`config.mk`:
```
export PLATFORM = sky130hd
export DESIGN_NAME = pmod_input_conditioner
export DESIGN_NICKNAME = d
export VERILOG_FILES = /design/src/rtl/pmod_pkg.sv /design/src/rtl/pmod_sync.sv /design/src/rtl/pmod_input_conditioner.sv
export SDC_FILE = /design/constraint.sdc
export NUM_CORES = 1
export LEC_CHECK = 0
export CORE_MARGIN = 3
export CORE_UTILIZATION = 32
export DETAILED_ROUTE_END_ITERATION = 10
export GPL_ROUTABILITY_DRIVEN = 0
export HOLD_SLACK_MARGIN = 0.03
export PLACE_DENSITY_LB_ADDON = 0.05
export REMOVE_ABC_BUFFERS = 1
export SLEW_MARGIN = 30
export SYNTH_ARGS = -nofsm -noshare
export SYNTH_HDL_FRONTEND = slang
export SYNTH_HIERARCHICAL = 1
export SYNTH_SLANG_ARGS = --single-unit
export TNS_END_PERCENT = 30
```
`constraint.sdc`:
```
create_clock -name clk -period 2.3 [get_ports clk]
set_clock_uncertainty 0.15 [all_clocks]
set_input_delay 0.23 -clock clk [delete_from_list [all_inputs] [get_ports clk]]
set_output_delay 0.23 -clock clk [all_outputs]
set_load 0.05 [all_outputs]
```
`src/rtl/pmod_pkg.sv`:
```
// ============================================================================
// pmod_pkg : shared types and default constants for Pmod input conditioning
// Revision  : 1.0
// ============================================================================
`default_nettype none

package pmod_pkg;

    typedef enum logic [1:0] {
        STABLE_LO = 2'd0,
        WAIT_HI   = 2'd1,
        STABLE_HI = 2'd2,
        WAIT_LO   = 2'd3
    } pmod_state_t;

    localparam int CLK_HZ              = 50_000_000;
    localparam int DEBOUNCE_MS         = 10;
    localparam int DEFAULT_SYNC_STAGES = 2;

    function automatic int debounce_cycles(input int clk_hz, input int ms);
        return (clk_hz / 1000) * ms;
    endfunction

    localparam int DEFAULT_DEBOUNCE_CYCLES = debounce_cycles(CLK_HZ, DEBOUNCE_MS);

endpackage

`default_nettype wire

```
`src/rtl/pmod_sync.sv`:
```
// ============================================================================
// pmod_sync : SYNC_STAGES-deep flop chain bringing an async pin into clk domain
// Revision  : 1.0
// ============================================================================
`default_nettype none

module pmod_sync
    import pmod_pkg::*;
#(
    parameter int SYNC_STAGES = DEFAULT_SYNC_STAGES
) (
    input  logic clk,
    input  logic rst_n,
    input  logic d,
    output logic q
);

    logic [SYNC_STAGES-1:0] sync_r;

    // Pure flop chain: nothing may sit between stages or metastability
    // resolution time is eaten by logic delay.
    generate
        for (genvar i = 0; i < SYNC_STAGES; i++) begin : g_stage
            if (i == 0) begin : g_first
                always_ff @(posedge clk or negedge rst_n) begin
                    if (!rst_n) sync_r[0] <= 1'b0;
                    else        sync_r[0] <= d;
                end
            end else begin : g_next
                always_ff @(posedge clk or negedge rst_n) begin
                    if (!rst_n) sync_r[i] <= 1'b0;
                    else        sync_r[i] <= sync_r[i-1];
                end
            end
        end
    endgenerate

    assign q = sync_r[SYNC_STAGES-1];

endmodule

`default_nettype wire

```
`src/rtl/pmod_input_conditioner.sv`:
```
// ============================================================================
// pmod_input_conditioner : synchronise + debounce a Pmod pin; level, strobes, toggle
// Revision  : 1.0
// ============================================================================
`default_nettype none

module pmod_input_conditioner
    import pmod_pkg::*;
#(
    parameter int SYNC_STAGES     = DEFAULT_SYNC_STAGES,
    parameter int DEBOUNCE_CYCLES = DEFAULT_DEBOUNCE_CYCLES
) (
    input  logic clk,
    input  logic rst_n,
    input  logic pin_in,
    output logic level_out,
    output logic rise_pulse,
    output logic fall_pulse,
    output logic toggle_out
);

    localparam int               CNT_W    = $clog2(DEBOUNCE_CYCLES + 1);
    localparam logic [CNT_W-1:0] CNT_LAST = CNT_W'(DEBOUNCE_CYCLES - 1);
    localparam logic [CNT_W-1:0] CNT_ONE  = CNT_W'(1);
    localparam bit               SINGLE   = (DEBOUNCE_CYCLES == 1);

    logic             s;
    pmod_state_t      state;
    logic [CNT_W-1:0] cnt;

    pmod_sync #(
        .SYNC_STAGES(SYNC_STAGES)
    ) u_sync (
        .clk  (clk),
        .rst_n(rst_n),
        .d    (pin_in),
        .q    (s)
    );

    always_ff @(posedge clk or negedge rst_n) begin
        if (!rst_n) begin
            state      <= STABLE_LO;
            cnt        <= '0;
            level_out  <= 1'b0;
            rise_pulse <= 1'b0;
            fall_pulse <= 1'b0;
            toggle_out <= 1'b0;
        end else begin
            rise_pulse <= 1'b0;
            fall_pulse <= 1'b0;
            case (state)
                STABLE_LO: begin
                    if (s && SINGLE) begin
                        state      <= STABLE_HI;
                        cnt        <= '0;
                        level_out  <= 1'b1;
                        rise_pulse <= 1'b1;
                        toggle_out <= ~toggle_out;
                    end else if (s) begin
                        state <= WAIT_HI;
                        cnt   <= CNT_ONE;
                    end else begin
                        cnt <= '0;
                    end
                end
                WAIT_HI: begin
                    if (!s) begin
                        state <= STABLE_LO;
                        cnt   <= '0;
                    end else if (cnt == CNT_LAST) begin
                        state      <= STABLE_HI;
                        cnt        <= '0;
                        level_out  <= 1'b1;
                        rise_pulse <= 1'b1;
                        toggle_out <= ~toggle_out;
                    end else begin
                        cnt <= cnt + CNT_ONE;
                    end
                end
                STABLE_HI: begin
                    if (!s && SINGLE) begin
                        state      <= STABLE_LO;
                        cnt        <= '0;
                        level_out  <= 1'b0;
                        fall_pulse <= 1'b1;
                    end else if (!s) begin
                        state <= WAIT_LO;
                        cnt   <= CNT_ONE;
                    end else begin
                        cnt <= '0;
                    end
                end
                WAIT_LO: begin
                    if (s) begin
                        state <= STABLE_HI;
                        cnt   <= '0;
                    end else if (cnt == CNT_LAST) begin
                        state      <= STABLE_LO;
                        cnt        <= '0;
                        level_out  <= 1'b0;
                        fall_pulse <= 1'b1;
                    end else begin
                        cnt <= cnt + CNT_ONE;
                    end
                end
                default: begin
                    state <= STABLE_LO;
                    cnt   <= '0;
                end
            endcase
        end
    end

endmodule

`default_nettype wire

```
==> results_dict.tcl <==
set metrics [dict create \
    outcome "finished, final reports clean" \
    grt_max_degree 28 \
    synth.most_common_cell "dfrtp_1" \
    core-area_mm2 0.00385 \
    drive_gt1_share_pct 10.4 \
    place_hpwl_um 2070 \
    final_util_pct 39.6 \
    multi_input_comb_area_um2 629 \
    antenna_found_initial 0 \
    routedWlPerCell_um 14.6 \
    drv_slew 0 \
    max-cap-violations 0 \
    cp-end-kind "flip-flop" \
    synth_top_area_cell "dfrtp_1" \
    design_area_mm2 0.00153 \
    cts_root_buf "clkbuf_8" \
    p_int_uw 613 \
    hold_class "input pin to async pin" \
    crit_type "flip-flop to flip-flop" \
    power_frac_clock_pct 34.4 \
    grt_pass1_vias 1046 \
    synth.area.top_cells "dfrtp_1 (50%), xnor2_1 (6.5%), nor2_1 (5.0%)" \
    finalSetupTns_ps 0 \
    crit_path_start_kind "flip-flop" \
    fp.dieW_um 70.7 \
    slew-limit-headroom_pct 67.0 \
    area_delta_synth_final_pct 14.0 \
    initialDrtViolationCount 72 \
    crit_required_ps 2320 \
    synth.distinct_cells 34 \
    tightest_slew_ps 493 \
    irDropWorstVdd_mv 0.290 \
    clkTransAtPathRegs_ps 90 \
    pin_count 7 \
    die_h_um 70.7 \
    clkLatencyLatePin_ps 270 \
    leakage_uw 0.000559 \
    cts.repair.resized 0 \
    postRouteAntennaNets 0 \
    ys_async_sr_fraction_pct 100 \
    p_sw_uw 172 \
    initial_utilization_pct 34.7 \
    syn_avg_cell_area_um2 10.1 \
    hold_viol_final 0 \
    synthTopCellsByCount "dfrtp_1 (27), nor2_1 (18), xnor2_1 (10)" \
    rsz0062_at_grt "false" \
    htree_num_levels 1 \
    power_density_mw_per_mm2 514 \
    setup_viol 0 \
    dr.max_layer_used "met4" \
    yosysWarnings 6 \
    dr_wl_met3_um 92 \
    wl_um 2800 \
    yosys.area.top_type_share_pct 50.5 \
    synth_seq_cells 27 \
    yosysSeqAreaShare_pct 50.5 \
    n_fill_cell 398 \
    hold_buffers 0 \
    cts_made_buffers 3 \
    grt_pass1_wl_um 5160 \
    switching_share_pct 21.9 \
    grt_overflow_total 0 \
    fin_crit_ps 2090 \
    cts.sinks 27 \
    cts_setup_buffers 0 \
    detailroute.wirelength.met2_um 1200 \
    synth_flop_cell "dfrtp_1" \
    seqCellArea_um2 676 \
    vias_per_cell 5.16 \
    fmax_mhz 478 \
    rows 22 \
    fin_nets 149 \
    antenna_cells 0 \
    ff2ff_setup_slack_ps 210 \
    first_pass_iters 4 \
    pwr-share-comb_pct 3.9 \
    syn-cell-area_mm2 0.00134 \
    design.die.area_mm2 0.00500 \
    ctsLongestPathBuffers 2 \
    portBuffers 6 \
    vias 990 \
    placed_area_mm2 0.00148 \
    synth-edff-count 0 \
    period_share_pct 90.9 \
    cts_tree "done" \
    syn_inst 133 \
    crit_arrival_ps 2110 \
    seqPwrFrac_pct 61.7 \
    grt_use_total_pct 12.9 \
    drc 0 \
    m1WireLength_um 1490 \
    cp_max_fo 7 \
]
==> path summary, 6_finish.rpt <==
path | startpoint | endpoint | cells past startpoint
max | cnt[12] | toggle_out | 3
min | rst_n | toggle_out | 2
max reg2reg | cnt[12] | toggle_out | 3
min reg2reg | u_sync/sync_r[0] | u_sync/q | 0
max in group asynchronous | rst_n | cnt[3] | 2
min in group clk | u_sync/sync_r[0] | u_sync/q | 0
==> area by class of cell <==
type | count | area share [%]
clock buffer | 4 | 2.95
inverter | 3 | 0.738
multi-input combinational | 98 | 41.2
sequential | 27 | 44.3
tap | 48 | 3.93
timing repair buffer | 12 | 6.89
==> worst max-delay path: stages, from the launching register on <==
cell     delay [ps]
dfrtp_1         430
or4b_1          680
or4_4           580
xnor2_2         140
==> power groups by stage <==
stage / clock (µW) / combinational (µW) / sequential (µW)
floorplan: 0 / 11.0 / 493
global placement: 0 / 32.2 / 494
detailed placement: 0 / 31.6 / 494
CTS: 280 / 32.0 / 485
global route: 301 / 35.5 / 486
finish: 270 / 30.6 / 484
==> layout by cell type, fill, tap and decap left out, drive strengths merged, types with 2 or more instances in the layout <==
cell           synthesis  routed
dfrtp                 27      27
nor2                  18      18
xnor2                 11      11
nand3                 10      10
nand2                  9       9
nor3                   8       8
clkdlybuf4s50          0       6
buf                    3       6
nand4                  5       5
nor4                   5       5
a21oi                  4       4
or4                    4       4
clkbuf                 2       4
inv                    3       3
o31ai                  3       3
xor2                   3       3
and4                   2       2
nor4bb                 2       2
mux2i                  2       2
o21ai                  2       2
==> cells by family (layout without fill, tap and decap cells) <==
group	count (synthesis)	count (layout)	synth area share, %
AOI/OAI and AO/OA	12	12	5.79
DFF	27	27	50.5
muxes	3	3	2.34
adders and majority gates	1	1	0.934
xor gates and xnor gates	14	14	9.72
buffers and inverters	8	19	2.52
and+or+nand+nor	68	68	28.2
==> flip-flops by register name, indices dropped and copies added, names as in the netlist, named ones only <==
register       count
cnt               19
fall_pulse         1
level_out          1
rise_pulse         1
state              1
toggle_out         1
u_sync/q           1
u_sync/sync_r      1
==> metrics by stage <==
stage	hold WS, ps	instances	setup WS (ps)	power [µW]
2_1_floorplan	-216	128	273	504
3_3_place_gp	184	188	234	527
3_5_place_dp	185	188	218	526
4_1_cts	192	192	203	797
5_1_grt	203	192	140	823
6_report	179	192	209	785
==> metal layers <==
metal,vias to the layer above,track usage (%)
met5,-,0
met3,2,3.41
met4,0,2.51
met1,471,19.4
met2,11,18.5
li1,506,-
No activity file was read; power rests on OpenSTA's default activity.
